## src/rtl/ddr3_bclk_train_pkg.sv

```systemverilog
// Shared definitions for the DDR3 BCLK training controller.
//   train_state_t   : controller FSM state encoding
//   PAT_A / PAT_B   : the two valid deserialised BCLK words
//   is_bclk_pattern : true when a word is one of the valid BCLK patterns
package ddr3_bclk_train_pkg;

    localparam logic [7:0] PAT_A = 8'h55;
    localparam logic [7:0] PAT_B = 8'hAA;

    typedef enum logic [3:0] {
        ST_IDLE,
        ST_LOAD,
        ST_CLEAR,
        ST_SETTLE,
        ST_SAMPLE,
        ST_EVAL,
        ST_STEP,
        ST_STEP_GAP,
        ST_CENTER,
        ST_CENTER_GAP,
        ST_FAIL_LOAD,
        ST_DONE,
        ST_FAIL
    } train_state_t;

    function automatic logic is_bclk_pattern(input logic [7:0] word);
        return (word == PAT_A) || (word == PAT_B);
    endfunction

endpackage

```

## src/rtl/ddr3_bclk_training_ctrl_if.sv

```systemverilog
// Bundle of the training handshake (to the PHY sequencer) and the IOD lane
// signals (RX data, eye flags, delay-line controls).
//   modport master : sequencer / IOD side (drives start, RX data, flags)
//   modport slave  : the training controller
interface ddr3_bclk_training_ctrl_if #(
    parameter int unsigned TAP_W = 7
);
    logic             TRAIN_START;
    logic             TRAIN_BUSY;
    logic             TRAIN_DONE;
    logic             TRAIN_FAIL;
    logic [TAP_W-1:0] WIN_START;
    logic [TAP_W:0]   WIN_WIDTH;
    logic [TAP_W-1:0] FINAL_TAP;
    logic [7:0]       RX_DATA;
    logic             EYE_MONITOR_EARLY;
    logic             EYE_MONITOR_LATE;
    logic             DELAY_LINE_OUT_OF_RANGE;
    logic             DELAY_LINE_MOVE;
    logic             DELAY_LINE_DIRECTION;
    logic             DELAY_LINE_LOAD;
    logic             EYE_MONITOR_CLEAR_FLAGS;

    modport master (
        output TRAIN_START, RX_DATA, EYE_MONITOR_EARLY, EYE_MONITOR_LATE,
               DELAY_LINE_OUT_OF_RANGE,
        input  TRAIN_BUSY, TRAIN_DONE, TRAIN_FAIL, WIN_START, WIN_WIDTH,
               FINAL_TAP, DELAY_LINE_MOVE, DELAY_LINE_DIRECTION,
               DELAY_LINE_LOAD, EYE_MONITOR_CLEAR_FLAGS
    );

    modport slave (
        input  TRAIN_START, RX_DATA, EYE_MONITOR_EARLY, EYE_MONITOR_LATE,
               DELAY_LINE_OUT_OF_RANGE,
        output TRAIN_BUSY, TRAIN_DONE, TRAIN_FAIL, WIN_START, WIN_WIDTH,
               FINAL_TAP, DELAY_LINE_MOVE, DELAY_LINE_DIRECTION,
               DELAY_LINE_LOAD, EYE_MONITOR_CLEAR_FLAGS
    );
endinterface

```

## src/rtl/ddr3_bclk_window_tracker.sv

```systemverilog
// Tracks the current and the best contiguous run of passing taps.
//   clk, rst_n     : clock, synchronous active-low reset
//   clr            : clear all window state (new training run)
//   eval, pass     : one tap verdict per eval pulse, for tap cur_tap
//   best_start/len : registered best window
//   best_*_nxt     : best window including the verdict being presented now,
//                    so the FSM can decide the sweep outcome in the same cycle
module ddr3_bclk_window_tracker #(
    parameter int unsigned TAP_W = 7
) (
    input  logic             clk,
    input  logic             rst_n,
    input  logic             clr,
    input  logic             eval,
    input  logic             pass,
    input  logic [TAP_W-1:0] cur_tap,
    output logic [TAP_W-1:0] best_start,
    output logic [TAP_W:0]   best_len,
    output logic [TAP_W-1:0] best_start_nxt,
    output logic [TAP_W:0]   best_len_nxt
);
    import ddr3_bclk_train_pkg::*;

    logic [TAP_W-1:0] cur_start;
    logic [TAP_W-1:0] cur_start_nxt;
    logic [TAP_W:0]   cur_len;
    logic [TAP_W:0]   cur_len_nxt;

    always_comb begin
        cur_start_nxt  = cur_start;
        cur_len_nxt    = cur_len;
        best_start_nxt = best_start;
        best_len_nxt   = best_len;
        if (eval) begin
            if (pass) begin
                if (cur_len == '0) begin
                    cur_start_nxt = cur_tap;
                end
                cur_len_nxt = cur_len + (TAP_W+1)'(1);
            end else begin
                cur_len_nxt = '0;
            end
            // Strictly greater: on equal length the earlier window is kept.
            if (cur_len_nxt > best_len) begin
                best_start_nxt = cur_start_nxt;
                best_len_nxt   = cur_len_nxt;
            end
        end
    end

    always_ff @(posedge clk) begin
        if (!rst_n || clr) begin
            cur_start  <= '0;
            cur_len    <= '0;
            best_start <= '0;
            best_len   <= '0;
        end else begin
            cur_start  <= cur_start_nxt;
            cur_len    <= cur_len_nxt;
            best_start <= best_start_nxt;
            best_len   <= best_len_nxt;
        end
    end

endmodule

```

## src/rtl/ddr3_bclk_training_ctrl.sv

```systemverilog
// Fabric-side BCLK training controller. Sweeps the IOD RX delay line from
// tap 0 upward, grades each tap from RX_DATA and the eye-monitor flags,
// finds the widest passing window and parks the line at its centre.
//   FAB_CLK : fabric clock (same as IOD RX_CLK)
//   RESET_N : synchronous active-low reset
//   bus     : training handshake + IOD lane signals (slave side)
module ddr3_bclk_training_ctrl #(
    parameter int unsigned NUM_TAPS   = 128,
    parameter int unsigned TAP_W      = 7,
    parameter int unsigned SETTLE_CYC = 8,
    parameter int unsigned SAMPLE_CYC = 16,
    parameter int unsigned MIN_WINDOW = 4
) (
    input logic FAB_CLK,
    input logic RESET_N,
    ddr3_bclk_training_ctrl_if.slave bus
);
    import ddr3_bclk_train_pkg::*;

    localparam int unsigned CNT_MAX = (SETTLE_CYC > SAMPLE_CYC) ? SETTLE_CYC : SAMPLE_CYC;
    localparam int unsigned CNT_W   = $clog2(CNT_MAX + 1);
    localparam logic [TAP_W-1:0] LAST_TAP = TAP_W'(NUM_TAPS - 1);

    train_state_t     state;
    logic [CNT_W-1:0] cnt;
    logic [TAP_W-1:0] cur_tap;
    logic [TAP_W-1:0] centre_tap;
    logic [7:0]       first_word;
    logic             data_ok;
    logic             eye_seen;

    logic             busy_r, done_r, fail_r;
    logic             move_r, dir_r, load_r, clear_r;
    logic [TAP_W-1:0] win_start_r, final_tap_r;
    logic [TAP_W:0]   win_width_r;

    logic             eye_now;
    logic             tap_pass;
    logic             start_accept;
    logic             eval;
    logic [TAP_W-1:0] best_start, best_start_nxt;
    logic [TAP_W:0]   best_len, best_len_nxt;

    assign eye_now      = bus.EYE_MONITOR_EARLY | bus.EYE_MONITOR_LATE;
    assign eval         = (state == ST_EVAL);
    // Flags raised in the EVAL cycle itself still disqualify the tap.
    assign tap_pass     = data_ok & ~eye_seen & ~eye_now & ~bus.DELAY_LINE_OUT_OF_RANGE;
    assign start_accept = bus.TRAIN_START &&
                          (state == ST_IDLE || state == ST_DONE || state == ST_FAIL);

    ddr3_bclk_window_tracker #(
        .TAP_W (TAP_W)
    ) u_tracker (
        .clk            (FAB_CLK),
        .rst_n          (RESET_N),
        .clr            (start_accept),
        .eval           (eval),
        .pass           (tap_pass),
        .cur_tap        (cur_tap),
        .best_start     (best_start),
        .best_len       (best_len),
        .best_start_nxt (best_start_nxt),
        .best_len_nxt   (best_len_nxt)
    );

    always_ff @(posedge FAB_CLK) begin
        if (!RESET_N) begin
            state       <= ST_IDLE;
            cnt         <= '0;
            cur_tap     <= '0;
            centre_tap  <= '0;
            first_word  <= '0;
            data_ok     <= 1'b0;
            eye_seen    <= 1'b0;
            busy_r      <= 1'b0;
            done_r      <= 1'b0;
            fail_r      <= 1'b0;
            move_r      <= 1'b0;
            dir_r       <= 1'b0;
            load_r      <= 1'b0;
            clear_r     <= 1'b0;
            win_start_r <= '0;
            win_width_r <= '0;
            final_tap_r <= '0;
        end else begin
            move_r  <= 1'b0;
            load_r  <= 1'b0;
            clear_r <= 1'b0;
            case (state)
                ST_IDLE, ST_DONE, ST_FAIL: begin
                    if (start_accept) begin
                        state   <= ST_LOAD;
                        load_r  <= 1'b1;
                        busy_r  <= 1'b1;
                        done_r  <= 1'b0;
                        fail_r  <= 1'b0;
                        // Up-direction is set here so it is already stable
                        // ahead of every sweep MOVE.
                        dir_r   <= 1'b1;
                        cur_tap <= '0;
                    end
                end
                ST_LOAD: begin
                    state   <= ST_CLEAR;
                    clear_r <= 1'b1;
                end
                ST_CLEAR: begin
                    state    <= ST_SETTLE;
                    cnt      <= '0;
                    eye_seen <= 1'b0;
                end
                ST_SETTLE: begin
                    eye_seen <= eye_seen | eye_now;
                    if (cnt == CNT_W'(SETTLE_CYC - 1)) begin
                        state <= ST_SAMPLE;
                        cnt   <= '0;
                    end else begin
                        cnt <= cnt + CNT_W'(1);
                    end
                end
                ST_SAMPLE: begin
                    eye_seen <= eye_seen | eye_now;
                    if (cnt == '0) begin
                        first_word <= bus.RX_DATA;
                        data_ok    <= is_bclk_pattern(bus.RX_DATA);
                    end else if (bus.RX_DATA != first_word) begin
                        data_ok <= 1'b0;
                    end
                    if (cnt == CNT_W'(SAMPLE_CYC - 1)) begin
                        state <= ST_EVAL;
                        cnt   <= '0;
                    end else begin
                        cnt <= cnt + CNT_W'(1);
                    end
                end
                ST_EVAL: begin
                    if (!bus.DELAY_LINE_OUT_OF_RANGE && cur_tap < LAST_TAP) begin
                        state  <= ST_STEP;
                        move_r <= 1'b1;
                    end else if (best_len_nxt < (TAP_W+1)'(MIN_WINDOW)) begin
                        state  <= ST_FAIL_LOAD;
                        load_r <= 1'b1;
                        dir_r  <= 1'b0;
                    end else begin
                        state      <= ST_CENTER;
                        centre_tap <= best_start_nxt + TAP_W'(best_len_nxt >> 1);
                        dir_r      <= 1'b0;
                    end
                end
                ST_STEP: begin
                    state <= ST_STEP_GAP;
                end
                ST_STEP_GAP: begin
                    state   <= ST_CLEAR;
                    cur_tap <= cur_tap + TAP_W'(1);
                    clear_r <= 1'b1;
                end
                ST_CENTER: begin
                    if (cur_tap == centre_tap) begin
                        state       <= ST_DONE;
                        busy_r      <= 1'b0;
                        done_r      <= 1'b1;
                        win_start_r <= best_start;
                        win_width_r <= best_len;
                        final_tap_r <= cur_tap;
                    end else begin
                        state   <= ST_CENTER_GAP;
                        move_r  <= 1'b1;
                        cur_tap <= cur_tap - TAP_W'(1);
                    end
                end
                ST_CENTER_GAP: begin
                    state <= ST_CENTER;
                end
                ST_FAIL_LOAD: begin
                    state       <= ST_FAIL;
                    cur_tap     <= '0;
                    busy_r      <= 1'b0;
                    fail_r      <= 1'b1;
                    win_start_r <= best_start;
                    win_width_r <= best_len;
                    final_tap_r <= '0;
                end
                default: begin
                    state <= ST_IDLE;
                end
            endcase
        end
    end

    assign bus.TRAIN_BUSY              = busy_r;
    assign bus.TRAIN_DONE              = done_r;
    assign bus.TRAIN_FAIL              = fail_r;
    assign bus.WIN_START               = win_start_r;
    assign bus.WIN_WIDTH               = win_width_r;
    assign bus.FINAL_TAP               = final_tap_r;
    assign bus.DELAY_LINE_MOVE         = move_r;
    assign bus.DELAY_LINE_DIRECTION    = dir_r;
    assign bus.DELAY_LINE_LOAD         = load_r;
    assign bus.EYE_MONITOR_CLEAR_FLAGS = clear_r;

endmodule
```

## src/flat_wrapper.sv

```systemverilog
// flat-port wrapper written by rule: the top's interface ports become plain ports
module ddr3_bclk_training_ctrl_flat import ddr3_bclk_train_pkg::*;
#(
    parameter int unsigned NUM_TAPS   = 128,
    parameter int unsigned TAP_W      = 7,
    parameter int unsigned SETTLE_CYC = 8,
    parameter int unsigned SAMPLE_CYC = 16,
    parameter int unsigned MIN_WINDOW = 4
)
  (FAB_CLK, RESET_N, bus_TRAIN_START, bus_RX_DATA, bus_EYE_MONITOR_EARLY, bus_EYE_MONITOR_LATE, bus_DELAY_LINE_OUT_OF_RANGE, bus_TRAIN_BUSY, bus_TRAIN_DONE, bus_TRAIN_FAIL, bus_WIN_START, bus_WIN_WIDTH, bus_FINAL_TAP, bus_DELAY_LINE_MOVE, bus_DELAY_LINE_DIRECTION, bus_DELAY_LINE_LOAD, bus_EYE_MONITOR_CLEAR_FLAGS);
  ddr3_bclk_training_ctrl_if #(.TAP_W(TAP_W)) bus_i ();
  input logic FAB_CLK;
  input logic RESET_N;
  input wire logic [$bits(bus_i.TRAIN_START)-1:0] bus_TRAIN_START;
  input wire logic [$bits(bus_i.RX_DATA)-1:0] bus_RX_DATA;
  input wire logic [$bits(bus_i.EYE_MONITOR_EARLY)-1:0] bus_EYE_MONITOR_EARLY;
  input wire logic [$bits(bus_i.EYE_MONITOR_LATE)-1:0] bus_EYE_MONITOR_LATE;
  input wire logic [$bits(bus_i.DELAY_LINE_OUT_OF_RANGE)-1:0] bus_DELAY_LINE_OUT_OF_RANGE;
  output wire logic [$bits(bus_i.TRAIN_BUSY)-1:0] bus_TRAIN_BUSY;
  output wire logic [$bits(bus_i.TRAIN_DONE)-1:0] bus_TRAIN_DONE;
  output wire logic [$bits(bus_i.TRAIN_FAIL)-1:0] bus_TRAIN_FAIL;
  output wire logic [$bits(bus_i.WIN_START)-1:0] bus_WIN_START;
  output wire logic [$bits(bus_i.WIN_WIDTH)-1:0] bus_WIN_WIDTH;
  output wire logic [$bits(bus_i.FINAL_TAP)-1:0] bus_FINAL_TAP;
  output wire logic [$bits(bus_i.DELAY_LINE_MOVE)-1:0] bus_DELAY_LINE_MOVE;
  output wire logic [$bits(bus_i.DELAY_LINE_DIRECTION)-1:0] bus_DELAY_LINE_DIRECTION;
  output wire logic [$bits(bus_i.DELAY_LINE_LOAD)-1:0] bus_DELAY_LINE_LOAD;
  output wire logic [$bits(bus_i.EYE_MONITOR_CLEAR_FLAGS)-1:0] bus_EYE_MONITOR_CLEAR_FLAGS;
  assign bus_i.TRAIN_START = bus_TRAIN_START;
  assign bus_i.RX_DATA = bus_RX_DATA;
  assign bus_i.EYE_MONITOR_EARLY = bus_EYE_MONITOR_EARLY;
  assign bus_i.EYE_MONITOR_LATE = bus_EYE_MONITOR_LATE;
  assign bus_i.DELAY_LINE_OUT_OF_RANGE = bus_DELAY_LINE_OUT_OF_RANGE;
  assign bus_TRAIN_BUSY = bus_i.TRAIN_BUSY;
  assign bus_TRAIN_DONE = bus_i.TRAIN_DONE;
  assign bus_TRAIN_FAIL = bus_i.TRAIN_FAIL;
  assign bus_WIN_START = bus_i.WIN_START;
  assign bus_WIN_WIDTH = bus_i.WIN_WIDTH;
  assign bus_FINAL_TAP = bus_i.FINAL_TAP;
  assign bus_DELAY_LINE_MOVE = bus_i.DELAY_LINE_MOVE;
  assign bus_DELAY_LINE_DIRECTION = bus_i.DELAY_LINE_DIRECTION;
  assign bus_DELAY_LINE_LOAD = bus_i.DELAY_LINE_LOAD;
  assign bus_EYE_MONITOR_CLEAR_FLAGS = bus_i.EYE_MONITOR_CLEAR_FLAGS;
  ddr3_bclk_training_ctrl #(.NUM_TAPS(NUM_TAPS), .TAP_W(TAP_W), .SETTLE_CYC(SETTLE_CYC), .SAMPLE_CYC(SAMPLE_CYC), .MIN_WINDOW(MIN_WINDOW)) u_core (.FAB_CLK(FAB_CLK), .RESET_N(RESET_N), .bus(bus_i));
endmodule
```

## config.mk

```make
export PLATFORM = sky130hd
export DESIGN_NAME = ddr3_bclk_training_ctrl_flat
export DESIGN_NICKNAME = d
export VERILOG_FILES = /design/src/rtl/ddr3_bclk_train_pkg.sv /design/src/rtl/ddr3_bclk_training_ctrl_if.sv /design/src/rtl/ddr3_bclk_window_tracker.sv /design/src/rtl/ddr3_bclk_training_ctrl.sv /design/src/flat_wrapper.sv
export SDC_FILE = /design/constraint.sdc
export NUM_CORES = 1
export LEC_CHECK = 0
export ABC_AREA = 1
export CAP_MARGIN = 30
export CORE_ASPECT_RATIO = 0.75
export CORE_MARGIN = 2
export CORE_UTILIZATION = 57
export CTS_CLUSTER_DIAMETER = 60
export DETAILED_ROUTE_END_ITERATION = 10
export PLACE_DENSITY = 0.85
export SYNTH_ARGS = -nofsm -noshare
export SYNTH_HDL_FRONTEND = slang
export SYNTH_SLANG_ARGS = --single-unit
```

## constraint.sdc

```tcl
create_clock -name FAB_CLK -period 6.7 [get_ports FAB_CLK]
set_input_delay 2.01 -clock FAB_CLK [delete_from_list [all_inputs] [get_ports FAB_CLK]]
set_output_delay 2.01 -clock FAB_CLK [all_outputs]
set_load 0.005 [all_outputs]
```

==> results of run 1 <==
flip-flops by register name, summed over array words and instances (netlist names), 4 cells and up:
signal and flops:
u_core.u_tracker.best_len 8, u_core.bus.FINAL_TAP 7, u_core.bus.WIN_WIDTH 8, u_core.u_tracker.best_start 7, u_core.cnt 5, u_core.first_word 8, u_core.state 4, u_core.u_tracker.cur_len 8
u_core.cur_tap 7, u_core.bus.WIN_START 7, u_core.centre_tap 7, u_core.u_tracker.cur_start 7
cell type report:
type,instances,area [µm²],share of cell area
clock inverter,6,55.1,0.00972
sequential,92,1840,0.325
clock buffer,10,239,0.0422
inverter,79,297,0.0524
multi-input combinational,504,2660,0.470
tap,108,135,0.0239
timing repair buffer,44,435,0.0769
power groups by stage:
stage,sequential (µW),clock (µW),combinational [µW]
2_1_floorplan,618,0,195
3_3_place_gp,620,0,273
3_5_place_dp,622,0,279
4_1_cts,610,507,284
5_1_grt,615,525,322
6_report,611,505,287
per-stage QoR:
step                      worst slack (ps)  instances  area (µm²)  power (µW)  utilization
after floorplan                       1450        697        4910         813            -
after global placement                 478        827        5370         892        0.638
after detailed placement               209        827        5370         901        0.638
after CTS                              576        843        5660        1400        0.673
after global routing                  5.15        843        5660        1460        0.673
final                                  470        843        5660        1400        0.673
layout by cell type, fill, tap and decap left out, types with 3 or more instances in the layout:
master             n
a211oi_1           3
a21oi_1           76
clkbuf_16          9
clkdlybuf4s50_1   42
dfxtp_1           92
ha_1              25
inv_1             76
mux2i_1            5
nand2_1          133
nand2_2            7
nand3_1           47
nand4_1            5
nor2_1            93
nor2_2             4
nor2_4             3
nor3_1             3
o21ai_0           60
or2_2              4
xnor2_1           13
xor2_1             9
cells in the mapped netlist, types with 2 or more instances:
| master | number | area (µm²) |
|---|---|---|
| a211oi_1 | 3 | 22.5 |
| a21oi_1 | 76 | 380 |
| buf_2 | 6 | 30.0 |
| buf_6 | 2 | 22.5 |
| clkbuf_1 | 13 | 48.8 |
| dfxtp_1 | 92 | 1840 |
| fa_1 | 2 | 40.0 |
| ha_1 | 25 | 313 |
| inv_1 | 76 | 285 |
| inv_2 | 2 | 7.51 |
| mux2i_1 | 5 | 50.1 |
| nand2_1 | 133 | 499 |
| nand2_2 | 7 | 43.8 |
| nand3_1 | 47 | 235 |
| nand4_1 | 5 | 31.3 |
| nor2_1 | 93 | 349 |
| nor2_2 | 4 | 25.0 |
| nor2_4 | 3 | 33.8 |
| nor3_1 | 3 | 15.0 |
| nor4_1 | 2 | 12.5 |
| o21ai_0 | 60 | 300 |
| or2_2 | 4 | 25.0 |
| xnor2_1 | 13 | 114 |
| xor2_1 | 9 | 78.8 |
layer usage:
layer | global-route usage | vias up | part of all wire
met1 | 0.388 | 2162 | 0.47
met5 | 0 | - | 0
met2 | 0.425 | 219 | 0.43
met3 | 0.0628 | 20 | 0.084
li1 | - | 2333 | -
met4 | 0.0887 | 0 | 0.019
critical path: cells and delay by family:
| kind | cells | cell delay (ps) |
|---|---|---|
| AOI/OAI and AO/OA | 3 | 770 |
| xor gates and xnor gates | 1 | 180 |
| adders and majority gates | 2 | 580 |
| buffers and inverters | 5 | 1010 |
| and+or+nand+nor | 15 | 1900 |
kinds of logic after synthesis:
family / after synthesis
AO/OA/AOI/OAI: 146
AND/OR/NAND/NOR: 304
flip-flops: 92
XOR/XNOR: 22
buffers and inverters: 101
adder cells (fa/ha/maj): 27
multiplexers: 5
path summary, 6_finish.rpt:
kind,start,to,slack (ps),depth (start not counted)
setup / recovery,bus_EYE_MONITOR_LATE,u_core.centre_tap[5]$_SDFFE_PN0P_,470,26
hold / removal,u_core.bus.TRAIN_DONE$_SDFFE_PN0P_,u_core.bus.TRAIN_DONE$_SDFFE_PN0P_,470,2
setup reg to reg,u_core.u_tracker.cur_len[0]$_SDFFE_PP0N_,u_core.centre_tap[5]$_SDFFE_PN0P_,2130,23
hold reg to reg,u_core.bus.TRAIN_DONE$_SDFFE_PN0P_,u_core.bus.TRAIN_DONE$_SDFFE_PN0P_,470,2
==> run_results.csv, run 1 <==
group,metric,value,unit
clocking,cts_setup_buffers,0,
worst_setup_path,cp_max_fo,17,
clocking,worst_skew_pair.late_latency,350,ps
synthesis,synth-xor-area-share,0.0393,
clocking,clock-root-buffer,"clkbuf_16",
timing,hold_viol,0,
worst_setup_path,worstPathRequired,6950,ps
synthesis,synthMuxAreaShare,0.0102,
global_routing,grt.total_usage,0.276,
timing,fin_tns_setup,0,ps
synthesis,synth_area,4910,µm²
layout,drive_above_1_share,0.0558,
clocking,h-tree-depth,3,
power_and_ir_drop,p_leak,0.00246,µW
worst_setup_path,critical-path-max-stage-delay,490,ps
timing,holdWs,472,ps
layout,antenna_cells,0,
synthesis,ys_types,36,
power_and_ir_drop,power_switching,453,µW
routing,dr.pass1.iters,5,
global_routing,grt_pass1_wl,20900,µm
synthesis,avgSynthCellArea,7.04,µm²
routing,ant_nets,0,
floorplan,fp.coreArea,8420,µm²
power_and_ir_drop,peakVddDrop,0.189,mV
synthesis,synth_top_family_by_area,"simple AND/OR/NAND/NOR gates",
synthesis,synthesis.nets,738,
worst_setup_path,cp_common_cell,"nand2_1",
clocking,cts.sink_count,92,
global_routing,grt_max_degree,35,
routing,first_iter_violations,479,
clocking,cts.clk_slew.worst_paths,70,ps
worst_setup_path,worstSetupStartpointType,"primary input",
synthesis,yosysWarnings,0,
routing,via_per_inst,5.62,
floorplan,die_area,9370,µm²
worst_setup_path,cp.arrival,6480,ps
clocking,post_cts_resized,0,
floorplan,fp.dieH,84.3,µm
layout,num-nets-final,771,
routing,wirelength,12500,µm
routing,drc,0,
synthesis,ys_ff_latch,92,
power_and_ir_drop,clockPowerShare,0.360,
power_and_ir_drop,power_density,248,nW/µm²
floorplan,num_rows,29,
place,hpwl,9330,µm
timing,maxClockFrequency,0.161,GHz
synthesis,synth_enable_flop_cells,0,
timing,relSlewSlack,0.326,
timing,min_period,6230,ps
worst_setup_path,cp_slowest_cell,"o21ai_0",
outcome,status,"complete, no violations",
synthesis,synthArstFlopShare,0,
global_routing,antenna_found_initial,0,
floorplan,ioPinCount,43,
clocking,clockBufferDepth,2,
timing,skew,8.61,ps
routing,dr_total_vias,4734,
timing,rsz0062_at_grt,"no",
global_routing,gr-total-overflow,0,
synthesis,synth_cells,697,
layout,nFillCells,716,
timing,setup_viol,0,
synthesis,synth_fa_ha_area_frac,0.0719,
synthesis,yosysSeqAreaShare,0.375,
synthesis,yosys.area_share.simple,0.265,
clocking,cts_made_buffers,9,
power_and_ir_drop,swShare,0.323,
timing,report.final.slew_viol_count,0,
timing,finalCritPeriodShare,0.930,
floorplan,die_width,111,µm
power_and_ir_drop,seq_power_share,0.435,
power_and_ir_drop,internal_power,950,µW
clocking,cts.hold.buffers_added,0,
place,port_buffers,42,
synthesis,synth-main-ff-cell,"dfxtp_1",
synthesis,synth_compound_area_frac,0.156,
clocking,cts_tree,"built",
place,gp_congestion,0.951,
flow_run,max-cap-violations,0,
global_routing,grt_pass1_vias,4304,
worst_setup_path,crit_type,"primary input to flop",
worst_setup_path,end_kind,"flop",
power_and_ir_drop,p_comb_frac,0.205,
floorplan,initial_core_util,0.583,
routing,wl_per_cell,14.9,µm
layout,syn2layout_area_growth,15.4,%
worst_hold_path,min_path_type,"flop to flop",
timing,worst_pin_slew,1010,ps
Power figures use the tool's default switching activity.
==> run 2, diff against run 1 <==
--- a/config.mk
+++ b/config.mk
@@ -8,7 +8,7 @@
 export ABC_AREA = 1
 export CAP_MARGIN = 30
 export CORE_ASPECT_RATIO = 0.75
-export CORE_MARGIN = 2
+export CORE_MARGIN = 8
 export CORE_UTILIZATION = 57
 export CTS_CLUSTER_DIAMETER = 60
 export DETAILED_ROUTE_END_ITERATION = 10
==> run 2 against run 1 <==
Utilization increased by 0.37 points. Cell count is 0.12% lower. Total power rose by 3.5%. Critical path depth grew 1. Critical endpoint is now u_core.centre_tap[6]$_SDFFE_PN0P_. Largest cell class unchanged.
==> run_results.csv, run 2 (synthesis gave the netlist of run 1 again) <==
group,metric,value,unit
worst_hold_path,min_path_type,"flop to flop",
timing,fin_tns_setup,0,ps
layout,num-nets-final,771,
floorplan,num_rows,29,
layout,drive_above_1_share,0.0559,
worst_setup_path,cp_slowest_cell,"clkdlybuf4s50_1",
timing,setup_viol,0,
worst_setup_path,critical-path-max-stage-delay,430,ps
clocking,h-tree-depth,3,
place,gp_congestion,0.953,
layout,antenna_cells,0,
power_and_ir_drop,power_density,255,nW/µm²
global_routing,grt_pass1_vias,4289,
routing,via_per_inst,5.55,
global_routing,grt.total_usage,0.219,
routing,dr_total_vias,4669,
worst_setup_path,cp.arrival,6400,ps
clocking,clockBufferDepth,2,
floorplan,ioPinCount,43,
floorplan,fp.dieH,96.3,µm
outcome,status,"complete, no violations",
routing,dr.pass1.iters,5,
worst_setup_path,crit_type,"primary input to flop",
clocking,cts_tree,"built",
global_routing,gr-total-overflow,0,
floorplan,fp.coreArea,8420,µm²
clocking,cts_made_buffers,9,
floorplan,die_width,123,µm
layout,syn2layout_area_growth,16.0,%
clocking,cts.hold.buffers_added,0,
worst_setup_path,worstSetupStartpointType,"primary input",
clocking,cts.sink_count,92,
layout,seqCellArea,1840,µm²
global_routing,grt_max_degree,35,
layout,fin_cells,842,
global_routing,antenna_found_initial,0,
routing,ant_nets,0,
layout,nFillCells,706,
timing,relSlewSlack,0.353,
place,hpwl,9360,µm
clocking,cts.clk_slew.worst_paths,70,ps
place,port_buffers,42,
layout,multiInputGateArea,2660,µm²
routing,first_iter_violations,522,
clocking,clock-root-buffer,"clkbuf_16",
timing,finalCritPeriodShare,0.919,
power_and_ir_drop,power,1450,µW
place,dp.cells,827,
timing,worst_pin_slew,970,ps
layout,final_cell_mix,"nand2_1, nor2_1, dfxtp_1",
routing,wirelength,12600,µm
worst_setup_path,cp_max_fo,17,
timing,hold_viol,0,
layout,mostFrequentLayoutCell,"nand2_1",
power_and_ir_drop,peakVddDrop,0.155,mV
routing,drc,0,
worst_setup_path,worstPathRequired,6940,ps
timing,maxClockFrequency,0.162,GHz
flow_run,max-cap-violations,0,
timing,report.final.slew_viol_count,0,
global_routing,grt_pass1_wl,20800,µm
routing,wl_per_cell,14.9,µm
power_and_ir_drop,p_leak,0.00247,µW
floorplan,initial_core_util,0.583,
timing,min_period,6160,ps
timing,skew,7.08,ps
clocking,worst_skew_pair.late_latency,340,ps
worst_setup_path,cp_common_cell,"nand2_1",
worst_setup_path,end_kind,"flop",
floorplan,die_area,11900,µm²
==> run 2: cell count changes in the layout (fill, tap and decap cells not counted), sizes merged <==
cell	change
clkinv	-2
bufinv	+2
clkbuf	-1
==> run 2: path summary, 6_finish.rpt <==
kind | end | slack (ps) | startpoint | depth (start not counted)
max | u_core.centre_tap[6]$_SDFFE_PN0P_ | 540 | bus_DELAY_LINE_OUT_OF_RANGE | 27
min | u_core.bus.TRAIN_DONE$_SDFFE_PN0P_ | 480 | u_core.bus.TRAIN_DONE$_SDFFE_PN0P_ | 2
max reg2reg | u_core.centre_tap[6]$_SDFFE_PN0P_ | 2250 | u_core.u_tracker.cur_len[0]$_SDFFE_PP0N_ | 26
min reg2reg | u_core.bus.TRAIN_DONE$_SDFFE_PN0P_ | 480 | u_core.bus.TRAIN_DONE$_SDFFE_PN0P_ | 2
==> run 2: layout make-up <==
type,instances,area share
inverter,79,0.0527
tap,108,0.0237
clock inverter,6,0.0169
timing repair buffer,44,0.0765
sequential,92,0.324
multi-input combinational,504,0.467
clock buffer,9,0.0396
==> run 2: repair_timing <==
| action | 4_1_cts | 5_1_grt |
|---|---|---|
| setup endpoints to repair | 0 | 1 |
| buffers inserted | 0 | 0 |
| endpoints found under the hold margin | 0 | 0 |
| gates resized for setup | 0 | 1 |
==> run 2: worst max-delay path: cells and delay by family <==
family | cells | cell delay, ps
AO/OA/AOI/OAI | 4 | 640
adder cells (fa/ha/maj) | 3 | 860
buffers and inverters | 6 | 1080
AND/OR/NAND/NOR | 14 | 1770
==> run 2: through the flow <==
| stage | instance area, µm² | hold slack (ps) | utilization | setup slack (ps) |
|---|---|---|---|---|
| 2_1_floorplan | 4910 | 429 | - | 1450 |
| 3_3_place_gp | 5370 | 453 | 0.638 | 421 |
| 3_5_place_dp | 5370 | 470 | 0.638 | 195 |
| 4_1_cts | 5690 | 480 | 0.676 | 546 |
| 5_1_grt | 5690 | 491 | 0.676 | -2.78 |
| 6_report | 5690 | 481 | 0.676 | 544 |
==> run 2: layer usage <==
metal,vias up,track usage,part of all wire
met4,0,0.0639,0.014
met5,-,0,0
li1,2329,-,-
met2,208,0.345,0.44
met3,16,0.0422,0.091
met1,2116,0.298,0.46
==> run 2: where the power goes <==
group	switching, µW	internal, µW
combinational	189	99.8
sequential	30.7	581
clock	220	330
total	440	1010
==> run 3, diff against run 2 <==
--- a/config.mk
+++ b/config.mk
@@ -12,6 +12,7 @@
 export CORE_UTILIZATION = 57
 export CTS_CLUSTER_DIAMETER = 60
 export DETAILED_ROUTE_END_ITERATION = 10
+export GPL_TIMING_DRIVEN = 0
 export PLACE_DENSITY = 0.85
 export SYNTH_ARGS = -nofsm -noshare
 export SYNTH_HDL_FRONTEND = slang
==> run 3 against run 2 <==
Clock power is 2% higher. Combinational power grew 2%. Cell count is 2.5% higher. Total power increased by 1.1%. Hold slack got worse by 12 ps. Register-to-register slack worse by 120 ps. Non-clock buffer count up 20. Clock skew grew 2.9 ps.
==> run_results.csv, run 3 (synthesis gave the netlist of run 1 again) <==
group,metric,value,unit
routing,wl_per_cell,15.3,µm
power_and_ir_drop,power_density,253,nW/µm²
timing,setup_viol,0,
clocking,cts.hold.buffers_added,0,
worst_setup_path,cp_common_cell,"nand2_1",
timing,min_period,6220,ps
routing,wirelength,13200,µm
routing,ant_nets,0,
timing,finalCritPeriodShare,0.928,
worst_hold_path,min_path_type,"flop to flop",
place,port_buffers,42,
place,place_area,5460,µm²
layout,design_area,5790,µm²
floorplan,num_rows,29,
clocking,cts.sink_count,92,
power_and_ir_drop,peakVddDrop,0.186,mV
routing,via_per_inst,5.61,
worst_setup_path,end_kind,"flop",
floorplan,initial_core_util,0.583,
clocking,worst_skew_pair.late_latency,350,ps
clocking,cts_setup_buffers,0,
layout,final_core_util,0.688,
floorplan,fp.coreArea,8420,µm²
routing,drc,0,
floorplan,ioPinCount,43,
layout,mostFrequentLayoutCell,"nand2_1",
clocking,cts.clk_slew.worst_paths,60,ps
timing,worst_pin_slew,733,ps
worst_setup_path,crit_family,"simple AND/OR/NAND/NOR gates",
routing,dr_total_vias,4842,
worst_setup_path,crit_buf_inv,10,
layout,final_cell_mix,"nand2_1, nor2_1, dfxtp_1",
global_routing,grt.total_usage,0.233,
layout,antenna_cells,0,
worst_setup_path,worstSetupStartpointType,"primary input",
flow_run,max-cap-violations,0,
routing,dr.pass1.iters,5,
power_and_ir_drop,p_leak,0.00253,µW
clocking,h-tree-depth,3,
global_routing,antenna_found_initial,0,
place,gp_congestion,0.997,
worst_setup_path,cp.arrival,6460,ps
timing,rsz0062_at_grt,"no",
floorplan,die_area,11900,µm²
floorplan,die_width,123,µm
layout,drive_above_1_share,0.0636,
worst_setup_path,cp_slowest_cell,"o21ai_0",
worst_setup_path,worstPathRequired,6940,ps
timing,relSlewSlack,0.506,
timing,timing.final.ws_setup,480,ps
timing,report.final.slew_viol_count,0,
worst_setup_path,crit_type,"primary input to flop",
timing,hold_viol,0,
global_routing,grt_pass1_wl,21700,µm
global_routing,gr-total-overflow,0,
outcome,status,"complete, no violations",
layout,syn2layout_area_growth,18.1,%
worst_setup_path,cp_max_fo,10,
clocking,cts_tree,"built",
floorplan,fp.dieH,96.3,µm
clocking,post_cts_resized,0,
place,hpwl,10000,µm
clocking,clockBufferDepth,2,
place,pre_cts_ws,258,ps
timing,fin_tns_setup,0,ps
clocking,cts_made_buffers,9,
timing,skew,9.94,ps
worst_setup_path,critical-path-max-stage-delay,430,ps
global_routing,grt_max_degree,17,
timing,maxClockFrequency,0.161,GHz
global_routing,grt_pass1_vias,4407,
layout,num-nets-final,791,
clocking,clock-root-buffer,"clkbuf_16",
routing,first_iter_violations,568,
## run 3: cell count changes in the layout (fill, tap and decap cells not counted), sizes merged
cell | previous run | this run
clkbuf | 9 | 23
clkinv | 0 | 2
clkinvlp | 2 | 0
buf | 2 | 9
## run 3: power by group
part | internal [µW] | switching (µW) | leakage (µW) | total, µW
Sequential | 581 | 30.2 | 0.000743 | 612
Combinational | 102 | 193 | 0.00162 | 295
Clock | 340 | 221 | 0.000164 | 561
Total | 1020 | 444 | 0.00253 | 1470
## run 3: per-stage QoR
step / hold slack (ps) / total power, µW / std cells
after floorplan: 429 / 813 / 697
after global placement: 447 / 900 / 847
after detailed placement: 464 / 907 / 847
after CTS: 471 / 1460 / 863
after global routing: 487 / 1530 / 863
final: 469 / 1470 / 863
## run 3: path summary, 6_finish.rpt
kind / startpoint / to / slack, ps / cells after the start
setup / recovery: bus_DELAY_LINE_OUT_OF_RANGE / u_core.centre_tap[6]$_SDFFE_PN0P_ / 480 / 31
hold / removal: u_core.eye_seen$_SDFFE_PN0P_ / u_core.eye_seen$_SDFFE_PN0P_ / 470 / 2
setup reg to reg: u_core.u_tracker.cur_len[0]$_SDFFE_PP0N_ / u_core.centre_tap[6]$_SDFFE_PN0P_ / 2130 / 27
hold reg to reg: u_core.eye_seen$_SDFFE_PN0P_ / u_core.eye_seen$_SDFFE_PN0P_ / 470 / 2
## run 3: worst reg2reg max path: stages, from the launching register on
cell	delay, ps
dfxtp_1	460
ha_1	320
nand2_1	100
o21ai_0	160
nand3_1	220
inv_1	160
ha_1	140
nand2_1	50
nor2_1	240
a21oi_4	100
nand2_2	110
buf_6	150
clkinv_1	180
buf_2	220
o21ai_0	430
inv_1	100
ha_1	210
inv_1	60
fa_1	210
o21ai_0	170
nand2_1	90
nand2_1	50
a21oi_1	170
inv_1	60
nand2_1	60
nand2_1	70
nor2_1	100
nor2_1	50
## run 3: area by class of cell
class                      instances  area (µm²)
inverter                          79         297
clock buffer                      10         239
timing repair buffer              42         420
clock inverter                     6        91.3
fill                             707        2630
tap                              108         135
sequential                        92        1840
buffer                            22         109
multi-input combinational        504        2660
## run 3: layer usage
layer / vias up / share of wire / wire [µm] / GRT usage
met3: 17 / 0.097 / 1290 / 0.0410
li1: 2373 / - / - / -
met2: 223 / 0.43 / 5720 / 0.361
met1: 2229 / 0.46 / 6050 / 0.324
met5: - / 0 / 0 / 0
met4: 0 / 0.013 / 173 / 0.0749
